### src/rtl/fetch_unit.sv
// fetch_unit: in-order instruction fetch with outstanding-request tracking and a decode FIFO.
// Optional FETCH_STALL_CNT_EN adds a saturating decode-starvation counter (stall_cnt).
`ifndef DWORD_BITS
`define DWORD_BITS 64
`endif
`ifndef WORD_BITS
`define WORD_BITS 32
`endif

module fetch_unit #(
    parameter int FIFO_DEPTH      = 2,
    parameter int MAX_OUTSTANDING = 2
) (
    input  logic                   clk,
    input  logic                   rst_n,
    input  logic [`DWORD_BITS-1:0] pc,
    input  logic                   redirect,
    output logic                   pc_en,
    output logic                   imem_req,
    output logic [`DWORD_BITS-1:0] imem_addr,
    input  logic                   imem_gnt,
    input  logic                   imem_rvalid,
    input  logic [`WORD_BITS-1:0]  imem_rdata,
    output logic                   id_valid,
    input  logic                   id_ready,
    output logic [`WORD_BITS-1:0]  id_instr,
    output logic [`DWORD_BITS-1:0] id_pc
`ifdef FETCH_STALL_CNT_EN
    ,
    output logic [31:0]            stall_cnt
`endif
);
    localparam int CW = $clog2(FIFO_DEPTH) + 1;
    localparam int FW = $clog2(FIFO_DEPTH);
    localparam int QW = (MAX_OUTSTANDING > 1) ? $clog2(MAX_OUTSTANDING) : 1;
    localparam logic [QW-1:0] QLAST = QW'(MAX_OUTSTANDING - 1);

    logic [CW-1:0] cnt, osd, drop;
    logic [FW-1:0] head, tail;
    logic [QW-1:0] q_rd, q_wr;
    logic [`DWORD_BITS-1:0] q_pc [MAX_OUTSTANDING];
    logic [`DWORD_BITS-1:0] f_pc [FIFO_DEPTH];
    logic [`WORD_BITS-1:0]  f_instr [FIFO_DEPTH];
    logic issue, rsp, keep, push, pop;

    always_comb begin
        imem_req  = rst_n && !redirect && (osd < CW'(MAX_OUTSTANDING)) &&
                    (({1'b0, cnt} + {1'b0, osd}) < (CW+1)'(FIFO_DEPTH));
        issue     = imem_req && imem_gnt;
        pc_en     = rst_n && (issue || redirect);
        imem_addr = pc;
        rsp       = imem_rvalid && (osd != '0);
        keep      = rsp && (drop == '0);
        push      = keep && !redirect;
        id_valid  = cnt != '0;
        pop       = id_valid && id_ready;
        id_pc     = f_pc[head];
        id_instr  = f_instr[head];
    end

    // The inflight queue only holds requests whose responses will be kept;
    // dropped responses are accounted for by drop alone.
    always_ff @(posedge clk or negedge rst_n) begin
        if (!rst_n) begin
            osd  <= '0;
            drop <= '0;
            cnt  <= '0;
            head <= '0;
            tail <= '0;
            q_rd <= '0;
            q_wr <= '0;
        end else begin
            osd <= osd + CW'(issue) - CW'(rsp);
            if (redirect) begin
                drop <= osd - CW'(rsp);
                cnt  <= '0;
                head <= '0;
                tail <= '0;
                q_rd <= '0;
                q_wr <= '0;
            end else begin
                drop <= drop - CW'(rsp && (drop != '0));
                cnt  <= cnt + CW'(push) - CW'(pop);
                head <= pop ? head + FW'(1) : head;
                tail <= push ? tail + FW'(1) : tail;
                q_rd <= keep ? ((q_rd == QLAST) ? '0 : q_rd + QW'(1)) : q_rd;
                q_wr <= issue ? ((q_wr == QLAST) ? '0 : q_wr + QW'(1)) : q_wr;
            end
        end
    end

    always_ff @(posedge clk or negedge rst_n) begin
        if (!rst_n) begin
            for (int i = 0; i < FIFO_DEPTH; i++) begin
                f_pc[i]    <= '0;
                f_instr[i] <= '0;
            end
            for (int i = 0; i < MAX_OUTSTANDING; i++) q_pc[i] <= '0;
        end else begin
            if (issue) q_pc[q_wr] <= pc;
            if (push) begin
                f_pc[tail]    <= q_pc[q_rd];
                f_instr[tail] <= imem_rdata;
            end
        end
    end

`ifdef FETCH_STALL_CNT_EN
    always_ff @(posedge clk or negedge rst_n) begin
        if (!rst_n) stall_cnt <= '0;
        else if (id_ready && !id_valid && stall_cnt != '1) stall_cnt <= stall_cnt + 32'd1;
    end
`endif
endmodule

### config.mk
export PLATFORM = sky130hd
export DESIGN_NAME = fetch_unit
export DESIGN_NICKNAME = d
export VERILOG_FILES = /design/src/rtl/fetch_unit.sv
export SDC_FILE = /design/constraint.sdc
export NUM_CORES = 1
export LEC_CHECK = 0
export CAP_MARGIN = 15
export CORE_MARGIN = 2
export CORE_UTILIZATION = 50
export CTS_CLUSTER_DIAMETER = 40
export DETAILED_ROUTE_END_ITERATION = 7
export DONT_BUFFER_PORTS = 1
export PLACE_DENSITY = 0.7
export SYNTH_ARGS = -nofsm -noshare
export SYNTH_HDL_FRONTEND = slang
export SYNTH_SLANG_ARGS = --single-unit
### constraint.sdc
create_clock -name clk -period 6.1 [get_ports clk]
set_input_delay 1.22 -clock clk [delete_from_list [all_inputs] [get_ports clk]]
set_output_delay 1.22 -clock clk [all_outputs]
set_load 0.05 [all_outputs]
# [Yosys cells after proc, flatten, opt, wreduce, memory -nomap -nowiden]
# Cells that the tools add are included.
[classes] n_bitwise=4 reduce_logical=22 add_sub_neg=11 magnitude_cmp=8 n_mux=30
[op_table] op="$mux W64" count=8
[op_table] op="$bwmux W128" count=2
[op_table] op="$demux W64 S1" count=2
[op_table] op="$mux W32" count=4
[op_table] op="$bwmux W64" count=1
[op_table] op="$demux W32 S1" count=1
[op_table] op="$reduce_bool A2 Y1" count=7
[op_table] op="$logic_and A1 B1 Y1" count=12
[op_table] op="$mux W1" count=10
[op_table] op="$ge A2 B2 Y1 const B" count=4
[op_table] op="$not A1 Y2" count=4
[op_table] op="$sub A2 B1 Y2" count=4
[op_table] op="$add A1 B1 Y1 const B" count=4
[op_table] op="$add A2 B1 Y2" count=2
[op_table] op="$lt A2 B1 Y1 const B" count=2
[op_table] op="$mux W2" count=2
[op_table] op="$add A2 B2 Y3" count=1
[op_table] op="$lt A3 B2 Y1 const B" count=1
[op_table] op="$logic_not A2 Y1" count=1
[op_table] op="$lt A2 B2 Y1 const B" count=1
[op_table] op="$logic_not A1 Y1" count=1
[op_table] op="$logic_or A1 B1 Y1" count=1
[totals] in_bits=102 ff_bits=330 wordCells=88 out_inout_bits=163

# [Depth between registers and ports, before layout]
# Gate-level depths: netlist (run 1).
[logic_depth] word_depth=7 mapped_depth=10 ltp_nobuf=10

# [Worst setup path before layout (run 1)]
# OpenSTA, ideal clock, no wires.
[synth_timing] path_kind="input to output" from="in redirect" to="out imem_req" stages=3 path_slack_ps=2098 n_path_buf=2 required_ps=4880 arrival_time_ps=2782 path_cell_list="clkbuf_1 clkbuf_1 nor3b_1"
[synth_between] elab_chain_len=4
[synth_rtl] item="from (decl)" line_no="17" source="input logic redirect,"
[synth_rtl] item="$logic_not A1 Y1" line_no="47" source="imem_req = rst_n && !redirect && (osd < CW'(MAX_OUTSTANDING)) &&"
[synth_rtl] item="$logic_and A1 B1 Y1 (3 in series)" line_no="47"
[synth_rtl] item="to (decl)" line_no="19" source="output logic imem_req,"
# Every way passes these cells.

# [Worst setup path after layout (run 1)]
[layout_timing] from="in rst_n" to="out pc_en"
[layout_between] elab_chain_len=6
[layout_rtl] item="from (decl)" line_no="15" source="input logic rst_n,"
[layout_rtl] item="$logic_and A1 B1 Y1 (3 in series)" line_no="47"
[layout_rtl] item="$logic_and A1 B1 Y1" line_no="49" source="issue = imem_req && imem_gnt;"
[layout_rtl] item="$logic_or A1 B1 Y1" line_no="50" source="pc_en = rst_n && (issue || redirect);"
[layout_rtl] item="$logic_and A1 B1 Y1 *" line_no="50"
[layout_rtl] item="to (decl)" line_no="18" source="output logic pc_en,"
# Mark *: on every way between the ends. The rest lies on a longest branch, timed or not.

==> flow_summary.toml, run 1 <==
[status]
status = "finished clean"

[synth]
synth_fa_ha_area_share_pct = 0.632
synth-simple-area-share_pct = 1.02
synth_cells = 981
synth_compound_area_share_pct = 0.266
synthFlopType = "dfrtp_1"
synthDistinctLibCells = 30
syn_avg_cell_area_um2 = 15.3
muxShareOfSynthArea_pct = 37.2
yosys.area_share.xor_xnor_pct = 0.408
synthArstFlopShare_pct = 100
syn_nets = 1090
yosysSeqAreaShare_pct = 54.9
yosys_warnings = 0
synth_edf_count = 0
syn_area_mm2 = 0.0150
synth-seq-cells = 330
synth_top_family_by_area = "multiplexers"

[drt]
drtPass1Iterations = 4
vias_per_cell = 5.51
ant_nets = 0
post_drt_wl_per_cell_um = 21.0
wl_met3_um = 2450
dr_total_vias = 7405
wl_um = 28200
drc = 0
top_layer = "met4"
routedLengthMet1_um = 12000
drt_iter0_drc = 260
route.met2.wl_um = 13000

[critical_path]
crit_arrival_ns = 2.95
reg2reg_from = "cnt[0]"
setup.worst_path.class = "input pin to output port"
worstReg2RegEnd = "q_pc[87]"
end_kind = "output port"
crit_required_ns = 4.88
r2r_setup_slack_ns = 2.82
path_max_fanout = 333
crit_buf_inv = 0
cp_cell_sequence = "nand2_1 -> nor3_1 -> o21a_1"
slowest_stage = "o21a_1"
cp-start-kind = "input pin"
reg2regPathDepth = 6
path_delay_family = "simple AND/OR/NAND/NOR gates"
critPathMaxStageDelay_ns = 0.46

[final_layout]
fin_nets = 1027
fin_util_pct = 55.4
synthToLayoutAreaGrowth_pct = 9.22
antennaDiodeCount = 0
drive_gt1_share_pct = 59.5
stdcell_count = 1345

[timing]
max_slew_margin_pct = 13.9
skew_ns = 0.0167
slew_violations = 0
worst_pin_slew_ns = 1.29
finalSetupViolCount = 0
clock.fmax_mhz = 240
grt_setup_unrepaired = "false"
finalHoldViolations = 0
period_share_pct = 68.4
finalCriticalPeriod_ns = 4.17
tns_ns = 0

[clock_tree]
holdBufCountCts = 0
cts_resized = 0
cts_setup_buffers = 0
cts_tree = "yes"
clockBufferDepth = 3
cts-root-buf = "clkbuf_16"
numCtsBuffers = 47
clock_latency_ns = 0.53
cts_sinks = 330
htree_levels = 2
clkTransAtPathRegs_ns = 0.05

[place]
gp_congestion = 0.721
place_inst = 1259
io_buffers = 0
hpwl_um = 16500

[floorplanning]
die_x_um = 177
num_rows = 63
die_y_um = 177
core_mm2 = 0.0296
dieArea_mm2 = 0.0315
io_pins = 265
start_util_pct = 50.7

[power]
leakagePower_uw = 0.00783
power_density_mw_per_mm2 = 627
p_switching_uw = 3820
p_clk_share_pct = 27.0
peakVddDrop_mv = 0.392
seq_power_share_pct = 36.6
intPower_uw = 6480
pwr-share-comb_pct = 36.4
switching_share_pct = 37.1

[global_route]
overflow = 0
grt_pass1_vias = 8156
grtUsageTotal_pct = 18.3
grt_max_degree = 334
antenna_found_initial = 0
grt_pass1_wl_um = 45400

[flow_run]
maxCapViolCount = 0

[worst_hold_path]
hp-class = "input pin to asynchronous set/reset pin"
[state kept, by name, summed over array words and instances, names as in the netlist, 2 cells and up]
name	cells
f_pc	128
drop	2
cnt	2
q_pc	128
osd	2
f_instr	64
[through the flow]
| step | worst slack [ns] | hold WS [ns] | instance area (um^2) | total power, uW |
|---|---|---|---|---|
| after floorplan | 2.10 | 0.452 | 15000 | 7160 |
| after global placement | 2.60 | 0.465 | 14800 | 7500 |
| after detailed placement | 2.53 | 0.474 | 14800 | 7590 |
| after CTS | 2.03 | 0.361 | 16400 | 10400 |
| after global routing | 1.96 | 0.357 | 16400 | 10800 |
| final | 1.93 | 0.388 | 16400 | 10300 |
[worst max-delay path by stage]
stage	from	endpoint	cells after the start
after floorplan	redirect	imem_req	3
after CTS	head	id_pc[57]	2
after global placement	imem_rvalid	f_instr[49]	5
after global routing	head	id_pc[4]	2
after detailed placement	imem_rvalid	f_instr[61]	5
final	rst_n	pc_en	3
[synth_stat cells (6+ instances only)]
cell type  instances  area [um^2]
nor2_1             6         22.5
buf_6             13          146
mux2_2           426         4800
mux2_4            49          736
clkbuf_1          26         97.6
inv_1              7         26.3
dfrtp_1          330         8260
ha_1               6         75.1
buf_4             68          510
buf_2              6         30.0
[final cells by class]
class / instances / area (um^2)
Sequential cell: 330 / 8270
Timing Repair Buffer: 6 / 45.0
Fill cell: 2334 / 13200
Multi-Input combinational cell: 526 / 5970
Inverter: 7 / 26.3
Tap cell: 390 / 488
Clock buffer: 60 / 1270
Clock inverter: 26 / 353
[routing by layer]
layer / vias to the layer above / GRT usage [%]
li1: 3301 / -
met1: 3847 / 23.0
met2: 204 / 29.2
met3: 53 / 6.77
met4: 0 / 6.25
met5: - / 0
[power by group through the flow]
| stage | sequential [uW] | combinational, uW | clock [uW] |
|---|---|---|---|
| detailed placement | 3800 | 3790 | 0 |
| global route | 3900 | 3980 | 2950 |
| CTS | 3770 | 3800 | 2850 |
| global placement | 3770 | 3720 | 0 |
| floorplan | 3490 | 3680 | 0 |
| finish | 3770 | 3750 | 2780 |
[cell families after synthesis]
| family | count (synthesis) |
|---|---|
| simple gates | 24 |
| buf+inv | 125 |
| compound gates | 7 |
| flops | 330 |
| mux | 481 |
| fa+ha+maj | 7 |
| xor+xnor | 7 |
[placed cells by master, fill, tap and decap left out, drive strengths merged]
cell and n:
nor2b 1, nand2b 4, xor2 2, bufinv 7, nor3 2, fa 1, clkinvlp 4, mux2i 1
nand2 2, clkinv 9, mux2 480, clkbuf 60, nor4 1, nor2 6, inv 13, or4 2
xnor2 5, dfrtp 330, nor3b 1, o21a 2, o21ai 5, nand3 2, or3 1, and2 1
buf 6, or2 1, ha 6
No activity file was read; power rests on OpenSTA's default activity.
==> inputs of run 2 (changes only) <==
clock period = 4.35 ns   (was 6.1 ns; I/O delays follow)
==> run 2 against run 1 <==
Compared with the run above: core utilization down 0.22 points; global-route usage down 0.13 points; critical path depth increased by 2; clock power is 35% higher; power rose by 39%; first-iteration DRC count fell by 4.6%; via count is 0.28% lower; die area is the same; sequential power grew 38%; final cell count down 0.59%; combinational power is 43% higher; critical path type is now register to output port; largest cell class unchanged.
==> flow_summary.toml, run 2 (synthesis results as in run 1) <==
[clock_tree]
cts_setup_buffers = 0
numCtsBuffers = 44
cts_resized = 0
holdBufCountCts = 0
clkTransAtPathRegs_ns = 0.06
clock_latency_ns = 0.52
htree_levels = 2
cts-root-buf = "clkbuf_16"
clockBufferDepth = 3
cts_sinks = 330
cts_tree = "yes"

[timing]
finalSetupViolCount = 0
fin_ws_ns = 0.765
period_share_pct = 82.4
finalHoldViolations = 0
worst_pin_slew_ns = 1.14
max_slew_margin_pct = 24.3
clock.fmax_mhz = 279
grt_setup_unrepaired = "false"
skew_ns = 0.0186
tns_ns = 0
slew_violations = 0
finalCriticalPeriod_ns = 3.58

[drt]
ant_nets = 0
drc = 0
drtPass1Iterations = 4
vias_per_cell = 5.52
post_drt_wl_per_cell_um = 21.1
drt_iter0_drc = 248
wl_um = 28200
dr_total_vias = 7384

[global_route]
overflow = 0
grt_max_degree = 334
grt_pass1_vias = 8151
antenna_found_initial = 0
grtUsageTotal_pct = 18.2
grt_pass1_wl_um = 45300

[final_layout]
drive_gt1_share_pct = 59.1
top_regs = "f_pc: 128 flops, q_pc: 128 flops, f_instr: 64 flops"
ff_latch_area_mm2 = 0.00827
stdcell_count = 1337
fill_cells = 2395
antennaDiodeCount = 0
mostFrequentLayoutCell = "mux2_2"
synthToLayoutAreaGrowth_pct = 8.79
multi_input_area_mm2 = 0.00597
fin_nets = 1027
layout_common_cells = "426 x mux2_2, 328 x dfrtp_1, 49 x mux2_4"

[power]
p_switching_uw = 5250
pwr-share-comb_pct = 37.4
p_clk_share_pct = 26.2
seq_power_share_pct = 36.4
leakagePower_uw = 0.00780
peakVddDrop_mv = 0.458
switching_share_pct = 36.7
power_density_mw_per_mm2 = 873
intPower_uw = 9040
report.power.total_uw = 14300

[place]
gp_congestion = 0.708
pre_cts_slack_ns = 1.12
io_buffers = 0
place_inst = 1262
hpwl_um = 16500

[critical_path]
crit_arrival_ns = 2.71
setup.worst_path.class = "register to output port"
cp_cell_sequence = "and2_1 -> fa_1 -> or3_4 -> nor3_1 -> o21a_1"
critPathMaxStageDelay_ns = 0.47
end_kind = "output port"
crit_required_ns = 3.48
cp-start-kind = "register"
path_max_fanout = 4
slowest_stage = "o21a_1"

[floorplanning]
die_y_um = 177
io_pins = 265
num_rows = 63
dieArea_mm2 = 0.0315
core_mm2 = 0.0296
die_x_um = 177
start_util_pct = 50.7

[worst_hold_path]
hp-class = "input pin to asynchronous set/reset pin"

[flow_run]
maxCapViolCount = 0

[status]
status = "finished clean"
## run 2: cell count changes in the layout (fill, tap and decap cells not counted)
| cell | previous run | this run |
|---|---|---|
| buf_4 | 6 | 8 |
| clkinvlp_4 | 4 | 3 |
| clkinv_4 | 4 | 1 |
| inv_6 | 6 | 2 |
| clkbuf_16 | 47 | 45 |
| bufinv_16 | 7 | 9 |
| clkbuf_8 | 5 | 2 |
| buf_12 | 0 | 1 |
## run 2: layout make-up
cell class              instances  area share [%]
multi-input cells             526            36.5
well taps                     390            2.98
clock inverters                20            2.10
clock buffers                  55            7.24
inverters                       7           0.161
flip-flops and latches        330            50.5
repair buffers                  9           0.490
## run 2: per-stage QoR
stage	hold WS, ns	area, um^2	utilization [%]
after floorplan	0.452	15000	-
after global placement	0.463	14800	50.0
after detailed placement	0.473	14800	50.0
after CTS	0.0303	16400	55.2
after global routing	0.0148	16400	55.2
final	0.0510	16400	55.2
## run 2: layer usage
metal	vias up	wire length [um]	GRT usage (%)
li1	3293	-	-
met2	195	13500	29.9
met5	-	0	0
met4	0	552	5.12
met3	54	2450	6.56
met1	3842	11700	22.6
## run 2: critical path: cells and delay by family, from the launching register on
| family | cells | cell delay (ns) |
|---|---|---|
| DFF | 1 | 0.41 |
| AOI/OAI and AO/OA | 1 | 0.47 |
| and+or+nand+nor | 3 | 0.89 |
| adders and majority gates | 1 | 0.42 |
## run 2: path summary, 6_finish.rpt
path / endpoint / cells past startpoint / from / slack, ns
max: pc_en / 5 / cnt[0] / 0.77
min: q_pc[95] / 0 / rst_n / 0.05
max reg2reg: q_pc[78] / 6 / cnt[0] / 1.09
min reg2reg: q_pc[39] / 1 / q_pc[39] / 0.48
max in group asynchronous: f_instr[26] / 0 / rst_n / 3.91
min in group clk: head / 1 / redirect / 0.43
## run 2: power by group through the flow
stage               registers, uW  logic (uW)  clock network [uW]
floorplan                    4890        5150                   0
global placement             5180        5320                   0
detailed placement           5240        5400                   0
CTS                          5210        5420                3850
global route                 5390        5660                3980
finish                       5200        5350                3740
==> inputs of run 3 (changes only) <==
clock period = 3.7 ns   (was 4.35 ns; I/O delays follow)
==> run 3 against run 2 <==
Compared with the run above: the run now ends with negative hold slack left; final cell count up 0.52%; core utilization up 0.51 points; hold slack worse by 0.13 ns; critical endpoint unchanged; largest cell class unchanged; largest power group unchanged.
==> flow_summary.toml, run 3 (synthesis results as in run 1) <==
[status]
status = "finished with violations"
failed_checks = "negative hold slack"

[power]
power_density_mw_per_mm2 = 1030
p_switching_uw = 6270
seq_power_share_pct = 36.0
report.power.total_uw = 17000
intPower_uw = 10700
peakVddDrop_mv = 0.588
switching_share_pct = 36.9
leakagePower_uw = 0.00785
pwr-share-comb_pct = 37.0
p_clk_share_pct = 27.0

[final_layout]
drive_gt1_share_pct = 59.6
layout_common_cells = "426 x mux2_2, 328 x dfrtp_1, 49 x mux2_4"
synthToLayoutAreaGrowth_pct = 9.80
ff_latch_area_mm2 = 0.00827
top_regs = "f_pc: 128 flops, q_pc: 128 flops, f_instr: 64 flops"
fin_nets = 1029
antennaDiodeCount = 0
stdcell_count = 1344
mostFrequentLayoutCell = "mux2_2"
fill_cells = 2371
multi_input_area_mm2 = 0.00597

[critical_path]
crit_required_ns = 2.96
reg2reg_from = "cnt[0]"
path_max_fanout = 4
reg2regPathDepth = 6
crit_arrival_ns = 2.72
setup.worst_path.class = "register to output port"
crit_start = "cnt[0]"
end_kind = "output port"
slowest_stage = "o21a_1"
cp-start-kind = "register"
critPathMaxStageDelay_ns = 0.49
r2r_setup_slack_ns = 0.71
cp_cell_sequence = "and2_1 -> fa_1 -> or3_4 -> nor3_1 -> o21a_1"

[timing]
fin_ws_ns = 0.238
slew_violations = 0
max_slew_margin_pct = 27.9
holdWs_ns = -0.0798
tns_ns = 0
period_share_pct = 93.6
finalCriticalPeriod_ns = 3.46
worst_pin_slew_ns = 1.08
clock.fmax_mhz = 289
grt_setup_unrepaired = "false"
finalSetupViolCount = 0
finalHoldViolations = 303
skew_ns = 0.0129

[drt]
drtPass1Iterations = 4
drt_iter0_drc = 283
drc = 0
ant_nets = 0
wl_um = 28000
dr_total_vias = 7392
post_drt_wl_per_cell_um = 20.9
vias_per_cell = 5.50

[clock_tree]
htree_levels = 2
clockBufferDepth = 3
cts_setup_buffers = 0
cts_sinks = 330
cts-root-buf = "clkbuf_16"
cts_resized = 0
clkTransAtPathRegs_ns = 0.05
clock_latency_ns = 0.52
numCtsBuffers = 47
cts_tree = "yes"

[global_route]
antenna_found_initial = 0
grtUsageTotal_pct = 18.3
overflow = 0
grt_pass1_vias = 8145
grt_max_degree = 334
grt_pass1_wl_um = 45600

[place]
gp_congestion = 0.695
io_buffers = 0
hpwl_um = 16300
place_inst = 1261
pre_cts_slack_ns = 0.715

[floorplanning]
core_mm2 = 0.0296
start_util_pct = 50.7
dieArea_mm2 = 0.0315
die_x_um = 177
die_y_um = 177
num_rows = 63
io_pins = 265

[worst_hold_path]
hp-class = "input pin to asynchronous set/reset pin"

[flow_run]
maxCapViolCount = 0
## run 3: changes by cell type in the layout (fill, tap and decap cells not counted)
cell        before  now
buf_4            8    2
clkinvlp_4       3    9
buf_12           1    6
clkbuf_1         8    6
clkbuf_16       45   47
clkbuf_8         2    4
inv_6            2    4
bufinv_16        9    8
clkinv_2         5    4
## run 3: per-stage QoR
step	area [um^2]	util, %
floorplan	15000	-
global placement	14900	50.2
detailed placement	14900	50.2
CTS	16500	55.7
global route	16500	55.7
finish	16500	55.7
## run 3: worst paths after layout
| path | end |
|---|---|
| hold / removal | f_pc[31] |
| min in group clk | cnt[1] |
| setup reg to reg | q_pc[88] |
| setup / recovery | pc_en |
| max in group asynchronous | f_instr[61] |
| hold reg to reg | q_pc[11] |
## run 3: worst max-delay path, delay by kind of cell, from the launching register on
| family | cells | cell delay, ns |
|---|---|---|
| simple gates | 3 | 0.88 |
| compound gates | 1 | 0.49 |
| fa+ha+maj | 1 | 0.43 |
| flops | 1 | 0.40 |
## run 3: layout make-up
type / instances / area share [%]
Clock buffer: 57 / 7.59
Timing Repair Buffer: 8 / 0.818
Sequential cell: 330 / 50.1
Tap cell: 390 / 2.96
Clock inverter: 26 / 2.25
Inverter: 7 / 0.159
Multi-Input combinational cell: 526 / 36.2
## run 3: power groups by stage
stage / sequential [uW] / combinational [uW] / clock, uW
finish: 6120 / 6300 / 4590
global route: 6340 / 6660 / 4880
CTS: 6130 / 6380 / 4710
detailed placement: 6160 / 6370 / 0
global placement: 6100 / 6260 / 0
floorplan: 5750 / 6060 / 0
## run 3: metal layers
layer | GRT usage [%] | share of wire (%)
met4 | 5.16 | 2.0
met3 | 5.91 | 8.0
met2 | 29.9 | 48
met5 | 0 | 0
met1 | 23.2 | 42
